$ cat config.mk
export PLATFORM = sky130hd
export DESIGN_NAME = lcd_hd44780_writer_flat
export DESIGN_NICKNAME = d
export VERILOG_FILES = /design/src/rtl/lcd_pkg.sv /design/src/rtl/lcd_hd44780_writer_if.sv /design/src/rtl/lcd_hd44780_writer_byte_tx.sv /design/src/rtl/lcd_hd44780_writer.sv /design/src/flat_wrapper.sv
export SDC_FILE = /design/constraint.sdc
export NUM_CORES = 1
export LEC_CHECK = 0
export ABC_CLOCK_PERIOD_IN_PS = 3400
export CORE_ASPECT_RATIO = 1.25
export CORE_UTILIZATION = 30
export CTS_CLUSTER_DIAMETER = 50
export DETAILED_ROUTE_END_ITERATION = 16
export DONT_BUFFER_PORTS = 1
export PLACE_DENSITY = 0.49
export SLEW_MARGIN = 20
export SYNTH_ARGS = -nofsm -noshare
export SYNTH_HDL_FRONTEND = slang
export SYNTH_SLANG_ARGS = --single-unit
$ cat constraint.sdc
create_clock -name clk -period 3.4 [get_ports clk]
set_input_delay 1.02 -clock clk [delete_from_list [all_inputs] [get_ports clk]]
set_output_delay 1.02 -clock clk [all_outputs]
set_load 0.01 [all_outputs]
$ cat src/rtl/lcd_pkg.sv
// Shared constants, state encodings and the init command table for the
// HD44780 character-LCD writer.
package lcd_pkg;

  localparam logic [7:0] CMD_FUNC_SET = 8'h38;
  localparam logic [7:0] CMD_DISP_ON  = 8'h0C;
  localparam logic [7:0] CMD_CLEAR    = 8'h01;
  localparam logic [7:0] CMD_ENTRY    = 8'h06;
  localparam logic [7:0] CMD_LINE2    = 8'hC0;

  localparam int LCD_COLS  = 16;
  localparam int MAX_CHARS = 32;
  localparam int WAIT_W    = 20;

  typedef enum logic [2:0] {
    PWRUP,
    INIT,
    IDLE,
    CLEAR,
    CHAR,
    LINE2,
    DONE
  } main_state_e;

  typedef enum logic [1:0] {
    SETUP,
    PULSE,
    HOLD
  } byte_state_e;

  // Power-up command sequence, indexed by step 0..3.
  function automatic logic [7:0] init_cmd(input logic [1:0] step);
    case (step)
      2'd0:    return CMD_FUNC_SET;
      2'd1:    return CMD_DISP_ON;
      2'd2:    return CMD_CLEAR;
      default: return CMD_ENTRY;
    endcase
  endfunction

endpackage

$ cat src/rtl/lcd_hd44780_writer_if.sv
// Host-side port bundle of the LCD writer: buffer fill, frame request and
// the ready/done handshake back to the formatter.
interface lcd_hd44780_writer_if;

  logic       wr_en;
  logic [4:0] wr_addr;
  logic [7:0] wr_data;
  logic       start;
  logic [5:0] len;
  logic       ready;
  logic       done;

  modport master (
    output wr_en, wr_addr, wr_data, start, len,
    input  ready, done
  );

  modport slave (
    input  wr_en, wr_addr, wr_data, start, len,
    output ready, done
  );

endinterface

$ cat src/rtl/lcd_hd44780_writer_byte_tx.sv
// Sends one byte on the HD44780 bus: setup cycle, enable pulse, then a hold
// wait whose length depends on whether the byte is the slow clear command.
module lcd_byte_tx
  import lcd_pkg::*;
#(
  parameter int T_EN  = 12,
  parameter int T_CMD = 2500,
  parameter int T_CLR = 100000
) (
  input  logic       clk,
  input  logic       rst_n,
  input  logic       go,
  input  logic       rs,
  input  logic [7:0] data,
  output logic       lcd_rs,
  output logic       lcd_e,
  output logic [7:0] lcd_data,
  output logic       tx_done
);

  localparam logic [WAIT_W-1:0] EN_LAST  = WAIT_W'(T_EN - 1);
  localparam logic [WAIT_W-1:0] CMD_LAST = WAIT_W'(T_CMD - 1);
  localparam logic [WAIT_W-1:0] CLR_LAST = WAIT_W'(T_CLR - 1);

  byte_state_e       state_q, state_d;
  logic              active_q, active_d;
  logic [WAIT_W-1:0] cnt_q, cnt_d;
  logic              rs_q, rs_d;
  logic [7:0]        data_q, data_d;
  logic              e_q, e_d;
  logic [WAIT_W-1:0] hold_last;

  assign hold_last = (!rs_q && data_q == CMD_CLEAR) ? CLR_LAST : CMD_LAST;

  always_comb begin
    // NOTE: every output of this block gets a default first, so no path can
    // leave one unassigned and infer a latch.
    state_d  = state_q;
    active_d = active_q;
    cnt_d    = cnt_q;
    rs_d     = rs_q;
    data_d   = data_q;
    e_d      = 1'b0;
    tx_done  = 1'b0;

    if (active_q) begin
      case (state_q)
        SETUP: begin
          state_d = PULSE;
          cnt_d   = '0;
          e_d     = 1'b1;
        end
        PULSE: begin
          if (cnt_q == EN_LAST) begin
            state_d = HOLD;
            cnt_d   = '0;
          end else begin
            cnt_d = cnt_q + 1'b1;
            e_d   = 1'b1;
          end
        end
        default: begin
          if (cnt_q == hold_last) begin
            tx_done  = 1'b1;
            active_d = 1'b0;
          end else begin
            cnt_d = cnt_q + 1'b1;
          end
        end
      endcase
    end

    // A new byte may be queued on the final hold cycle so bytes run back to back.
    if (go && (!active_q || tx_done)) begin
      active_d = 1'b1;
      state_d  = SETUP;
      cnt_d    = '0;
      rs_d     = rs;
      data_d   = data;
    end
  end

  always_ff @(posedge clk or negedge rst_n) begin
    if (!rst_n) begin
      state_q  <= SETUP;
      active_q <= 1'b0;
      cnt_q    <= '0;
      rs_q     <= 1'b0;
      data_q   <= 8'h00;
      e_q      <= 1'b0;
    end else begin
      // NOTE: non-blocking assignments so every flop samples pre-edge values.
      state_q  <= state_d;
      active_q <= active_d;
      cnt_q    <= cnt_d;
      rs_q     <= rs_d;
      data_q   <= data_d;
      e_q      <= e_d;
    end
  end

  assign lcd_rs   = rs_q;
  assign lcd_data = data_q;
  assign lcd_e    = e_q;

endmodule

$ cat src/rtl/lcd_hd44780_writer.sv
// 16x2 HD44780 writer: holds a 32-byte character buffer and, on start,
// clears the display and writes up to two lines of it.
module lcd_hd44780_writer
  import lcd_pkg::*;
#(
  parameter int T_PWRUP = 1000000,
  parameter int T_EN    = 12,
  parameter int T_CMD   = 2500,
  parameter int T_CLR   = 100000
) (
  input  logic                       clk,
  input  logic                       rst_n,
  lcd_hd44780_writer_if.slave        host,
  output logic                       lcd_rs,
  output logic                       lcd_rw,
  output logic                       lcd_e,
  output logic [7:0]                 lcd_data
);

  localparam logic [WAIT_W-1:0] PWRUP_LAST = WAIT_W'(T_PWRUP - 1);
  localparam logic [5:0]        MAX_LEN    = 6'(MAX_CHARS);
  localparam logic [5:0]        LINE_LEN   = 6'(LCD_COLS);

  main_state_e       state_q, state_d;
  logic [WAIT_W-1:0] wait_q, wait_d;
  logic [1:0]        init_step_q, init_step_d;
  logic [5:0]        idx_q, idx_d;
  logic [5:0]        len_q, len_d;
  logic              ready_q, ready_d;
  logic              done_q, done_d;
  logic [5:0]        idx_next;

  logic              go;
  logic              tx_rs;
  logic [7:0]        tx_data;
  logic              tx_done;

  logic [7:0]        buf_q [MAX_CHARS];

  // NOTE: the character buffer is plain storage with no reset; its contents
  // are only meaningful once the formatter has written them.
  always_ff @(posedge clk) begin
    if (host.wr_en && ready_q) buf_q[host.wr_addr] <= host.wr_data;
  end

  assign idx_next = idx_q + 6'd1;

  // The next byte is chosen on the cycle its predecessor finishes, so the
  // byte engine can start it without a gap.
  always_comb begin
    state_d     = state_q;
    wait_d      = wait_q;
    init_step_d = init_step_q;
    idx_d       = idx_q;
    len_d       = len_q;
    go          = 1'b0;
    tx_rs       = 1'b0;
    tx_data     = 8'h00;

    case (state_q)
      PWRUP: begin
        if (wait_q == PWRUP_LAST) begin
          state_d     = INIT;
          init_step_d = 2'd0;
          go          = 1'b1;
          tx_data     = init_cmd(2'd0);
        end else begin
          wait_d = wait_q + 1'b1;
        end
      end
      INIT: begin
        if (tx_done) begin
          if (init_step_q == 2'd3) begin
            state_d = IDLE;
          end else begin
            init_step_d = init_step_q + 2'd1;
            go          = 1'b1;
            tx_data     = init_cmd(init_step_q + 2'd1);
          end
        end
      end
      IDLE: begin
        if (host.start) begin
          len_d   = (host.len > MAX_LEN) ? MAX_LEN : host.len;
          idx_d   = '0;
          state_d = CLEAR;
          go      = 1'b1;
          tx_data = CMD_CLEAR;
        end
      end
      CLEAR: begin
        if (tx_done) begin
          if (len_q != '0) begin
            state_d = CHAR;
            go      = 1'b1;
            tx_rs   = 1'b1;
            tx_data = buf_q[0];
          end else begin
            state_d = DONE;
          end
        end
      end
      CHAR: begin
        if (tx_done) begin
          idx_d = idx_next;
          if (idx_next == len_q) begin
            state_d = DONE;
          end else if (idx_next == LINE_LEN) begin
            state_d = LINE2;
            go      = 1'b1;
            tx_data = CMD_LINE2;
          end else begin
            go      = 1'b1;
            tx_rs   = 1'b1;
            tx_data = buf_q[idx_next[4:0]];
          end
        end
      end
      LINE2: begin
        if (tx_done) begin
          state_d = CHAR;
          go      = 1'b1;
          tx_rs   = 1'b1;
          tx_data = buf_q[idx_q[4:0]];
        end
      end
      DONE:    state_d = IDLE;
      default: state_d = PWRUP;
    endcase

    ready_d = (state_d == IDLE);
    done_d  = (state_d == DONE);
  end

  always_ff @(posedge clk or negedge rst_n) begin
    if (!rst_n) begin
      state_q     <= PWRUP;
      wait_q      <= '0;
      init_step_q <= 2'd0;
      idx_q       <= '0;
      len_q       <= '0;
      ready_q     <= 1'b0;
      done_q      <= 1'b0;
    end else begin
      state_q     <= state_d;
      wait_q      <= wait_d;
      init_step_q <= init_step_d;
      idx_q       <= idx_d;
      len_q       <= len_d;
      ready_q     <= ready_d;
      done_q      <= done_d;
    end
  end

  assign host.ready = ready_q;
  assign host.done  = done_q;
  assign lcd_rw     = 1'b0;

  lcd_byte_tx #(
    .T_EN  (T_EN),
    .T_CMD (T_CMD),
    .T_CLR (T_CLR)
  ) u_byte_tx (
    .clk      (clk),
    .rst_n    (rst_n),
    .go       (go),
    .rs       (tx_rs),
    .data     (tx_data),
    .lcd_rs   (lcd_rs),
    .lcd_e    (lcd_e),
    .lcd_data (lcd_data),
    .tx_done  (tx_done)
  );

endmodule
$ cat src/flat_wrapper.sv
// flat-port wrapper written by rule: the top's interface ports become plain ports
module lcd_hd44780_writer_flat import lcd_pkg::*;
#(
  parameter int T_PWRUP = 1000000,
  parameter int T_EN    = 12,
  parameter int T_CMD   = 2500,
  parameter int T_CLR   = 100000
)
  (clk, rst_n, lcd_rs, lcd_rw, lcd_e, lcd_data, host_wr_en, host_wr_addr, host_wr_data, host_start, host_len, host_ready, host_done);
  lcd_hd44780_writer_if host_i ();
  input  logic clk;
  input  logic rst_n;
  output logic lcd_rs;
  output logic lcd_rw;
  output logic lcd_e;
  output logic [7:0] lcd_data;
  input wire logic [$bits(host_i.wr_en)-1:0] host_wr_en;
  input wire logic [$bits(host_i.wr_addr)-1:0] host_wr_addr;
  input wire logic [$bits(host_i.wr_data)-1:0] host_wr_data;
  input wire logic [$bits(host_i.start)-1:0] host_start;
  input wire logic [$bits(host_i.len)-1:0] host_len;
  output wire logic [$bits(host_i.ready)-1:0] host_ready;
  output wire logic [$bits(host_i.done)-1:0] host_done;
  assign host_i.wr_en = host_wr_en;
  assign host_i.wr_addr = host_wr_addr;
  assign host_i.wr_data = host_wr_data;
  assign host_i.start = host_start;
  assign host_i.len = host_len;
  assign host_ready = host_i.ready;
  assign host_done = host_i.done;
  lcd_hd44780_writer #(.T_PWRUP(T_PWRUP), .T_EN(T_EN), .T_CMD(T_CMD), .T_CLR(T_CLR)) u_core (.clk(clk), .rst_n(rst_n), .host(host_i), .lcd_rs(lcd_rs), .lcd_rw(lcd_rw), .lcd_e(lcd_e), .lcd_data(lcd_data));
endmodule
==> impl_metrics.py <==
metrics = {
    "sta": {
        "final.setup.tns_ps": 0,
        "hold_violations": 0,
        "slew_viol_final": 0,
        "tightest_slew_ps": 856,
        "fin_ws_ps": 313,
        "final.period_utilization": 0.908,
        "min_period_ps": 3090,
        "rsz0062_at_grt": "false",
        "finalSetupViolCount": 0,
        "relSlewSlack": 0.429,
        "whs_ps": 158,
        "clock_skew_ps": 26.6,
        "clock.fmax_mhz": 324,
    },
    "run": {
        "drv_cap": 0,
    },
    "cells_and_area": {
        "final_util": 0.352,
        "fillers": 4966,
        "area_growth_pct": 15.4,
        "antennaDiodeCount": 0,
        "layout-drive-gt1-share": 0.242,
        "layout.nets": 1144,
    },
    "worst_setup_path": {
        "reg2reg_to": "u_core.u_byte_tx.cnt_q[10]",
        "worstPathArrival_ps": 3510,
        "crit_type": "flop to flop",
        "cp.depth": 9,
        "max_stage_delay_ps": 510,
        "cp_num_buf_inv": 1,
        "crit_path_start": "u_core.u_byte_tx.cnt_q[0]",
        "crit_chain": "ha_1, or4b_1, or2_1, or3_4, nor4_4, nand2_2, and3_4, inv_2, a31oi_1",
        "rr_worst_depth": 9,
        "cp-end-kind": "flop",
        "startpoint_type": "flop",
        "cpLargestDelayFamily": "simple AND/OR/NAND/NOR gates",
        "cp_max_fo": 12,
        "crit_slowest_cell": "or4b_1",
        "crit_required_ps": 3830,
        "timing.rr.start": "u_core.u_byte_tx.cnt_q[0]",
        "r2r_slack_ps": 310,
    },
    "floorplanning": {
        "rows": 94,
        "fp.dieH_um": 261,
        "fp.dieW_um": 209,
        "coreArea_um2": 52800,
        "io_pins": 36,
        "die_area_um2": 54600,
        "initial_utilization": 0.305,
    },
    "global_route": {
        "track_usage": 0.169,
        "grt_pass1_wl_mm": 67.5,
        "grt_max_degree": 73,
        "grt_pass1_vias": 10123,
        "antenna_found_initial": 0,
        "grt-ovfl-total": 0,
    },
    "synth": {
        "synth.most_common_cell": "edfxtp_1",
        "ys_ff_latch": 328,
        "syn-num-nets": 1102,
        "syn_area_um2": 16100,
        "synth_top_area_share": 0.477,
        "ys_seq_area_frac": 0.589,
        "synth_flop_cell": "edfxtp_1",
        "syn_avg_cell_area_um2": 15.1,
        "ys_top_cells_by_count": "edfxtp_1, mux4_2, nor2_1",
        "synth_edf_count": 256,
        "yosysTopAreaCell": "edfxtp_1",
        "synthTopCellsByArea": "edfxtp_1, mux4_2, dfrtp_1",
        "postSynth.asyncResetShare": 0.220,
        "synthCells": 1070,
        "ys_warn_count": 0,
        "synthDistinctLibCells": 79,
    },
    "placement": {
        "port_buffers": 0,
        "post-place-ws_ps": 368,
        "hpwlAfterDp_mm": 31.5,
        "gp_congestion": 0.843,
    },
    "drt": {
        "dr.pass1.iters": 5,
        "via_per_inst": 5.48,
        "wl_per_cell_um": 24.8,
        "route.detailed.drc": 0,
        "drt_iter0_drc": 920,
        "ant_nets": 0,
        "vias": 9946,
        "wl_mm": 45.0,
    },
    "clock_tree": {
        "clock_sinks": 328,
        "cts_tree": "done",
        "cts_buffer_depth": 3,
        "htreeDepth": 2,
        "clk_latency_ps": 580,
        "hold_buffers": 0,
        "cts_buffers": 41,
        "cts-resized-gates": 0,
        "cts_setup_buffers": 0,
        "clockRootBuffer": "clkbuf_16",
        "clk_pin_slew_worst_paths_ps": 60,
    },
    "power": {
        "p_per_area_nw_per_um2": 469,
        "ir_worst_vdd_uv": 338,
        "p_leak_uw": 0.00660,
    },
    "hold_path": {
        "hold_path.class": "input pin to async pin",
    },
    "status": {
        "status": "complete, no violations",
    },
}
-- worst register-to-register path: stages (launching register included) --
cell,delay [ps]
dfrtp_1,390
ha_1,250
or4b_1,510
or2_1,270
or3_4,430
nor4_4,430
nand2_2,120
and3_4,230
inv_2,200
a31oi_1,120
-- final cells by class --
| cell class | count | area (um2) | share of cell area |
|---|---|---|---|
| flip-flops and latches | 328 | 9490 | 0.511 |
| repair buffers | 62 | 528 | 0.0284 |
| clock buffers | 49 | 1060 | 0.0568 |
| inverters | 18 | 67.6 | 0.00363 |
| clock inverters | 24 | 304 | 0.0164 |
| well taps | 672 | 841 | 0.0452 |
| multi-input cells | 661 | 6300 | 0.339 |
-- power breakdown --
group          internal (uW)  leakage (uW)  switching [uW]
registers               4330       0.00320               0
logic                   4.57       0.00275            6.40
clock network           2630      0.000653            1740
total                   6960       0.00660            1750
-- routing by layer --
layer | GRT usage | vias up | wire [um]
met1 | 0.207 | 5238 | 18200
met4 | 0.0584 | 0 | 1170
met2 | 0.297 | 262 | 23300
li1 | - | 4390 | -
met3 | 0.0319 | 56 | 2360
met5 | 0 | - | 0
-- registers in the layout (all words and copies together), names as in the netlist, 2 cells and up --
signal and count:
u_core.idx_q 6, u_core.state_q 3, u_core.u_byte_tx.cnt_q 20, u_core.init_step_q 2, u_core.wait_q 20, u_core.len_q 6
u_core.u_byte_tx.state_q 2, u_core.buf_q 256, u_core.u_byte_tx.lcd_data 8
-- per-stage QoR --
stage | std cells | cell area (um2) | total power [uW]
after floorplan | 1070 | 16100 | 4420
after global placement | 1741 | 17200 | 4420
after detailed placement | 1741 | 17200 | 4420
after CTS | 1814 | 18600 | 8830
after global routing | 1814 | 18600 | 8970
final | 1814 | 18600 | 8720
-- logic make-up (layout without fill, tap and decap cells) --
family          Yosys count  in the layout  synth area share
flops                   328            328             0.589
simple gates            294            294            0.0944
mux                     167            167             0.199
compound gates          153            153            0.0663
buf+inv                  81            153            0.0206
xor+xnor                 37             37            0.0232
fa+ha+maj                 9              9           0.00699
other cells               1              1          0.000233
-- worst max-delay path by stage --
stage / endpoint / slack, ps
5_1_grt: u_core.u_byte_tx.lcd_data[6] / 50
2_1_floorplan: u_core.u_byte_tx.lcd_data[2] / 400
3_3_place_gp: u_core.u_byte_tx.lcd_data[6] / 390
3_5_place_dp: u_core.u_byte_tx.cnt_q[14] / 370
6_report: u_core.u_byte_tx.cnt_q[10] / 310
4_1_cts: u_core.u_byte_tx.cnt_q[10] / 340
-- cell usage in the layout (no fill, tap or decap), types with 5 or more instances in the layout --
master and n:
mux2i_1 37, a21oi_1 25, nand2_1 63, edfxtp_1 256, nor2_1 77, a22oi_1 6, nor2b_1 7, mux2_2 8
nand2b_1 21, buf_12 5, o221ai_1 13, buf_4 57, ha_1 8, clkbuf_1 8, nand3_1 31, mux4_2 122
a22o_1 7, clkbuf_16 41, nand4_1 8, o22ai_1 7, dfrtp_1 70, inv_1 15, nor3b_1 7, a221oi_1 11
a31oi_1 17, o21ai_0 28, nor3_1 16, nor4_1 11, xor2_1 14, and3_1 15, xnor2_1 19, bufinv_16 5
No activity file was read; power rests on OpenSTA's default activity.
